--- src/rtl/lap_pkg.sv ---
// rtl/lap_pkg.sv - shared state type, field widths and counter helper for the lap gate
package lap_pkg;

  localparam int LAP_CNT_W = 8;
  localparam int TIME_W    = 7;

  typedef enum logic [1:0] {IDLE, HOLDOFF, WAIT_CLEAR, ARMED} lap_state_t;

  function automatic logic [LAP_CNT_W-1:0] sat_inc(input logic [LAP_CNT_W-1:0] v);
    return (v == {LAP_CNT_W{1'b1}}) ? v : v + LAP_CNT_W'(1);
  endfunction

endpackage

--- src/rtl/lap_debounce.sv ---
// rtl/lap_debounce.sv - synchronise and debounce the detector pin, flag clear->broken edges
module lap_debounce #(
  parameter int SYNC_STAGES     = 2,
  parameter int DEBOUNCE_CYCLES = 50000,
  parameter int DET_ACTIVE_LOW  = 1
) (
  input  logic master_clk,
  input  logic rs,
  input  logic raw,
  output logic level,
  output logic break_evt
);

  localparam int CNT_W = (DEBOUNCE_CYCLES > 1) ? $clog2(DEBOUNCE_CYCLES) : 1;
  localparam logic [CNT_W-1:0] CNT_LAST = CNT_W'(DEBOUNCE_CYCLES - 1);

  logic [SYNC_STAGES-1:0] sync;
  logic [CNT_W-1:0]       cnt;
  logic                   sample;

  // sample is 1 when the beam is broken, regardless of pin polarity
  assign sample = (DET_ACTIVE_LOW != 0) ? ~sync[SYNC_STAGES-1] : sync[SYNC_STAGES-1];

  always_ff @(posedge master_clk) begin
    if (rs) begin
      sync      <= '0;
      cnt       <= '0;
      level     <= 1'b0;
      break_evt <= 1'b0;
    end else begin
      sync      <= {sync[SYNC_STAGES-2:0], raw};
      break_evt <= 1'b0;
      if (sample == level) begin
        cnt <= '0;
      end else if (cnt == CNT_LAST) begin
        cnt       <= '0;
        level     <= sample;
        break_evt <= sample;
      end else begin
        cnt <= cnt + CNT_W'(1);
      end
    end
  end

endmodule

--- src/rtl/lap_gate.sv ---
// rtl/lap_gate.sv - beam-break front end: start/lap/timeout FSM, lap counter, timer pulses
module lap_gate
  import lap_pkg::*;
#(
  parameter int SYNC_STAGES     = 2,
  parameter int DEBOUNCE_CYCLES = 50000,
  parameter int HOLDOFF_SEC     = 5,
  parameter int DET_ACTIVE_LOW  = 1,
  parameter int MAX_MIN         = 99
) (
  input  logic                 master_clk,
  input  logic                 rs,
  input  logic                 laser_detector,
  input  logic [TIME_W-1:0]    seconds,
  input  logic [TIME_W-1:0]    minutes,
  output logic                 timer_en,
  output logic                 timer_rs,
  output logic                 lap_strobe,
  output logic [LAP_CNT_W-1:0] lap_count,
  output logic                 armed,
  output logic                 timeout
);

  lap_state_t state, state_nxt;
  logic level, break_evt;
  logic pend_rs;
  logic time_valid, start, lap, to_timeout, holdoff_done;
  logic en_nxt, trs_nxt, strobe_nxt, armed_nxt, timeout_nxt, pend_nxt;
  logic [LAP_CNT_W-1:0] cnt_nxt;

  lap_debounce #(
    .SYNC_STAGES    (SYNC_STAGES),
    .DEBOUNCE_CYCLES(DEBOUNCE_CYCLES),
    .DET_ACTIVE_LOW (DET_ACTIVE_LOW)
  ) u_debounce (
    .master_clk(master_clk),
    .rs        (rs),
    .raw       (laser_detector),
    .level     (level),
    .break_evt (break_evt)
  );

  // seconds/minutes still show the previous run until the requested clear has landed
  assign time_valid   = !timer_rs && !pend_rs;
  assign holdoff_done = time_valid && ((minutes != '0) || (seconds >= TIME_W'(HOLDOFF_SEC)));
  assign to_timeout   = (state != IDLE) && time_valid && (minutes >= TIME_W'(MAX_MIN));
  assign start        = (state == IDLE) && break_evt;
  assign lap          = (state == ARMED) && break_evt && !to_timeout;

  always_ff @(posedge master_clk) begin
    if (rs) begin
      state      <= IDLE;
      timer_en   <= 1'b0;
      timer_rs   <= 1'b0;
      lap_strobe <= 1'b0;
      lap_count  <= '0;
      armed      <= 1'b0;
      timeout    <= 1'b0;
      pend_rs    <= 1'b0;
    end else begin
      state      <= state_nxt;
      timer_en   <= en_nxt;
      timer_rs   <= trs_nxt;
      lap_strobe <= strobe_nxt;
      lap_count  <= cnt_nxt;
      armed      <= armed_nxt;
      timeout    <= timeout_nxt;
      pend_rs    <= pend_nxt;
    end
  end

  always_comb begin
    state_nxt = state;
    case (state)
      IDLE:       if (break_evt) state_nxt = HOLDOFF;
      HOLDOFF:    if (holdoff_done) state_nxt = level ? WAIT_CLEAR : ARMED;
      WAIT_CLEAR: if (!level) state_nxt = ARMED;
      ARMED:      if (break_evt) state_nxt = HOLDOFF;
      default:    state_nxt = IDLE;
    endcase
    if (to_timeout) state_nxt = IDLE;
  end

  always_comb begin
    en_nxt      = (state_nxt != IDLE);
    trs_nxt     = start || pend_rs;
    strobe_nxt  = lap;
    pend_nxt    = lap;
    cnt_nxt     = lap ? sat_inc(lap_count) : lap_count;
    armed_nxt   = (state_nxt == ARMED);
    timeout_nxt = timeout;
    if (to_timeout) timeout_nxt = 1'b1;
    else if (start) timeout_nxt = 1'b0;
  end

endmodule

--- config.mk ---
export PLATFORM = sky130hd
export DESIGN_NAME = lap_gate
export DESIGN_NICKNAME = d
export VERILOG_FILES = /design/src/rtl/lap_pkg.sv /design/src/rtl/lap_debounce.sv /design/src/rtl/lap_gate.sv
export SDC_FILE = /design/constraint.sdc
export NUM_CORES = 1
export LEC_CHECK = 0
export BUFFER_PORTS_ARGS = -buffer_cell sky130_fd_sc_hd__buf_4
export CORE_MARGIN = 2
export CORE_UTILIZATION = 35
export CTS_CLUSTER_DIAMETER = 40
export DETAILED_ROUTE_END_ITERATION = 10
export PLACE_DENSITY = 0.6
export SYNTH_ARGS = -nofsm -noshare
export SYNTH_HDL_FRONTEND = slang
export SYNTH_SLANG_ARGS = --single-unit
--- constraint.sdc ---
create_clock -name master_clk -period 2.9 [get_ports master_clk]
set_input_delay 0.58 -clock master_clk [delete_from_list [all_inputs] [get_ports master_clk]]
set_output_delay 0.58 -clock master_clk [all_outputs]
set_load 0.05 [all_outputs]
==> impl_metrics.py <==
metrics = {
    "detailed_routing": {
        "routedWlPerCell_um": 11.7,
        "routed_wl_mm": 3.24,
        "dr.pass1.iters": 4,
        "route.vias.total": 1422,
        "vias_per_cell": 5.13,
        "drc": 0,
        "drt_iter0_markers": 61,
        "ant_nets": 0,
    },
    "worst_setup_path": {
        "worstPathMaxFanout": 15,
        "path_depth": 5,
        "rr_startpoint": "state[0]",
        "critical_path_required_ns": 3.08,
        "worstPathCellList": "inv_1 > ha_1 > o41ai_2 > nor4_1 > mux2_2",
        "rrSetupSlack_ns": 0.53,
        "timing.rr.end": "lap_count[7]",
        "critPathLaunchType": "flip-flop",
        "worstSetupPathType": "flip-flop to flip-flop",
        "worst_path_max_delay_cell": "o41ai_2",
        "cp_top_family": "compound AO/OA/AOI/OAI gates",
        "crit_arrival_ns": 2.55,
        "end_kind": "flip-flop",
        "slowest_delay_ns": 1.03,
        "crit_buf_inv": 1,
        "rr_worst_depth": 5,
    },
    "cts": {
        "clock_latency_ns": 0.29,
        "cts_setup_buffers": 0,
        "cts_buffers": 5,
        "htree_levels": 2,
        "clockBufferDepth": 2,
        "root_buffer": "clkbuf_8",
        "cts_tree": "done",
        "clk_pin_slew_worst_paths_ns": 0.07,
        "post_cts_resized": 0,
        "cts_hold_buf": 0,
        "clkSinkCount": 35,
    },
    "timing": {
        "finalHoldViolCount": 0,
        "fmax_mhz": 422,
        "relSlewSlack_pct": 24.2,
        "clock_skew_ns": 0.00626,
        "drv_slew": 0,
        "rsz0062_at_grt": "no",
        "setup_viol": 0,
        "post-route-period-util_pct": 81.7,
        "fin_crit_ns": 2.37,
        "tns_ns": 0,
        "tightestPinTransition_ns": 1.13,
    },
    "yosys": {
        "synth.distinct_cells": 41,
        "synth-seq-cells": 35,
        "yosys_warnings": 0,
        "synth_fp_nets": 213,
        "synthAdderAreaFrac_pct": 4.44,
        "synth-compound-area-share_pct": 13.7,
        "synthMuxAreaShare_pct": 0.666,
        "synthCells": 190,
        "avgSynthCellArea_sq_um": 8.90,
        "synth_top_family_by_area": "simple AND/OR/NAND/NOR gates",
        "synth_xor_area_share_pct": 6.22,
        "seq_area_frac_synth_pct": 41.5,
        "synth-simple-area-share_pct": 29.0,
        "netlist_area_sq_mm": 0.00169,
    },
    "run": {
        "max-cap-violations": 0,
    },
    "pwr": {
        "p_leak_nw": 0.737,
        "power_density_mw_per_mm2": 522,
        "p_total_mw": 1.06,
        "irDropWorstVdd_v": 0.000301,
    },
    "worst_hold_path": {
        "min_path_cells": 1,
        "hold_path.startpoint": "u_debounce.sync[0]",
        "min_to": "u_debounce.sync[1]",
        "min_path_type": "flip-flop to flip-flop",
    },
    "outcome": {
        "outcome": "complete, no violations",
    },
    "global_routing": {
        "grt_overflow": 0,
        "grt_pass1_vias": 1264,
        "antenna_found_initial": 0,
        "grtUsageTotal_pct": 13.2,
        "grt_first_pass_wirelength_mm": 5.55,
        "grt_max_degree": 21,
    },
    "floorplan": {
        "core_sq_mm": 0.00469,
        "row_count": 25,
        "die_y_um": 73.5,
        "dieWidth_um": 73.5,
        "dieArea_sq_mm": 0.00540,
        "start_util_pct": 36.0,
        "ios": 30,
    },
    "place": {
        "dp_hpwl_mm": 2.35,
        "gp_congestion": 0.697,
        "port_buffers": 29,
    },
    "final_layout": {
        "drive_gt1_share_pct": 21.5,
        "syn_to_final_growth_pct": 19.6,
        "num_antenna_cells": 0,
        "nNetsFinal": 245,
    },
}
-- layout make-up --
class                           count  area (sq um)
Sequential cell                    35           701
Timing Repair Buffer               30           225
Inverter                            9          33.8
Fill cell                         485          2670
Clock buffer                        7          76.3
Tap cell                           54          67.6
Multi-Input combinational cell    141           913
Clock inverter                      1          5.00
-- per-stage QoR --
stage | utilization (%) | setup WS (ns) | hold slack (ns) | cell area [sq um] | cells
after detailed placement | 41.4 | 0.558 | 0.430 | 1940 | 269
after global placement | 41.4 | 0.616 | 0.421 | 1940 | 269
after CTS | 43.1 | 0.555 | 0.452 | 2020 | 277
final | 43.1 | 0.530 | 0.447 | 2020 | 277
after global routing | 43.1 | 0.345 | 0.459 | 2020 | 277
after floorplan | - | 0.871 | 0.414 | 1690 | 190
-- worst register-to-register path: cells and delay by family (launching register included) --
family,cells,cell delay [ns]
buffers and inverters,1,0.08
multiplexers,1,0.31
adder cells (fa/ha/maj),1,0.26
AND/OR/NAND/NOR,1,0.18
flip-flops,1,0.40
AO/OA/AOI/OAI,1,1.03
-- state kept, by name (all words and copies together), names as in the netlist --
name                  count
timeout                   1
timer_rs                  1
u_debounce.break_evt      1
u_debounce.cnt           16
pend_rs                   1
state                     2
u_debounce.level          1
lap_count                 8
armed                     1
timer_en                  1
u_debounce.sync           2
-- worst max-delay path by stage --
stage                       from           end  slack [ns]
floorplan           lap_count[0]  lap_count[7]        0.87
global placement        state[0]  lap_count[7]        0.62
detailed placement    minutes[0]  lap_count[7]        0.56
CTS                     state[0]  lap_count[7]        0.55
global route            state[0]  lap_count[7]        0.34
finish                  state[0]  lap_count[7]        0.53
-- logic make-up (layout without fill, tap and decap cells) --
group | after synthesis | in the layout
AOI/OAI and AO/OA | 33 | 33
xor gates and xnor gates | 12 | 12
adders and majority gates | 6 | 6
buffers and inverters | 14 | 47
DFF | 35 | 35
muxes | 1 | 1
and+or+nand+nor | 89 | 89
-- cells in the final DEF (no fill, tap or decap), drive strengths merged, types with 6 or more instances in the layout --
| master | count |
|---|---|
| a21oi | 13 |
| buf | 30 |
| clkbuf | 7 |
| dfxtp | 35 |
| ha | 6 |
| inv | 9 |
| nand2 | 10 |
| nand3 | 10 |
| nor2 | 19 |
| nor2b | 6 |
| nor3 | 7 |
| nor4 | 6 |
| o21ai | 7 |
| o31ai | 6 |
| or3 | 7 |
| or4 | 8 |
| xnor2 | 6 |
| xor2 | 6 |
-- report_power, final --
part           switching (mW)  total (mW)  internal (mW)
logic                   0.119       0.201         0.0824
clock network           0.167       0.335          0.168
registers              0.0143       0.520          0.505
total                   0.300        1.06          0.756
-- layer usage --
metal	up-vias	wire, um	GRT usage [%]
met4	0	53	5.45
met2	29	1440	21.6
li1	754	-	-
met3	5	215	4.53
met1	634	1530	15.7
met5	-	0	0
-- Yosys cell counts, drive strengths merged --
library cell / number / share of area [%]
a2111oi: 2 / 1.4
a211oi: 1 / 0.44
a21oi: 13 / 3.8
a311o: 1 / 0.59
a41oi: 1 / 0.52
and2: 3 / 1.2
and3: 1 / 0.37
and4: 1 / 0.52
buf: 1 / 0.44
clkbuf: 4 / 2.1
dfxtp: 35 / 41
ha: 6 / 4.4
inv: 9 / 2.0
mux2: 1 / 0.67
nand2: 10 / 2.2
nand2b: 1 / 0.37
nand3: 10 / 3.0
nand4: 3 / 1.1
nor2: 19 / 4.2
nor2b: 6 / 2.2
nor3: 7 / 2.1
nor3b: 1 / 0.44
nor4: 6 / 2.2
nor4b: 1 / 0.52
o2111ai: 1 / 0.52
o21ai: 7 / 2.7
o31ai: 6 / 2.7
o41ai: 1 / 0.96
or2: 3 / 1.1
or2b: 1 / 0.52
or3: 7 / 2.7
or3b: 1 / 0.52
or4: 8 / 3.8
xnor2: 6 / 3.1
xor2: 6 / 3.1
Power figures use the tool's default switching activity.
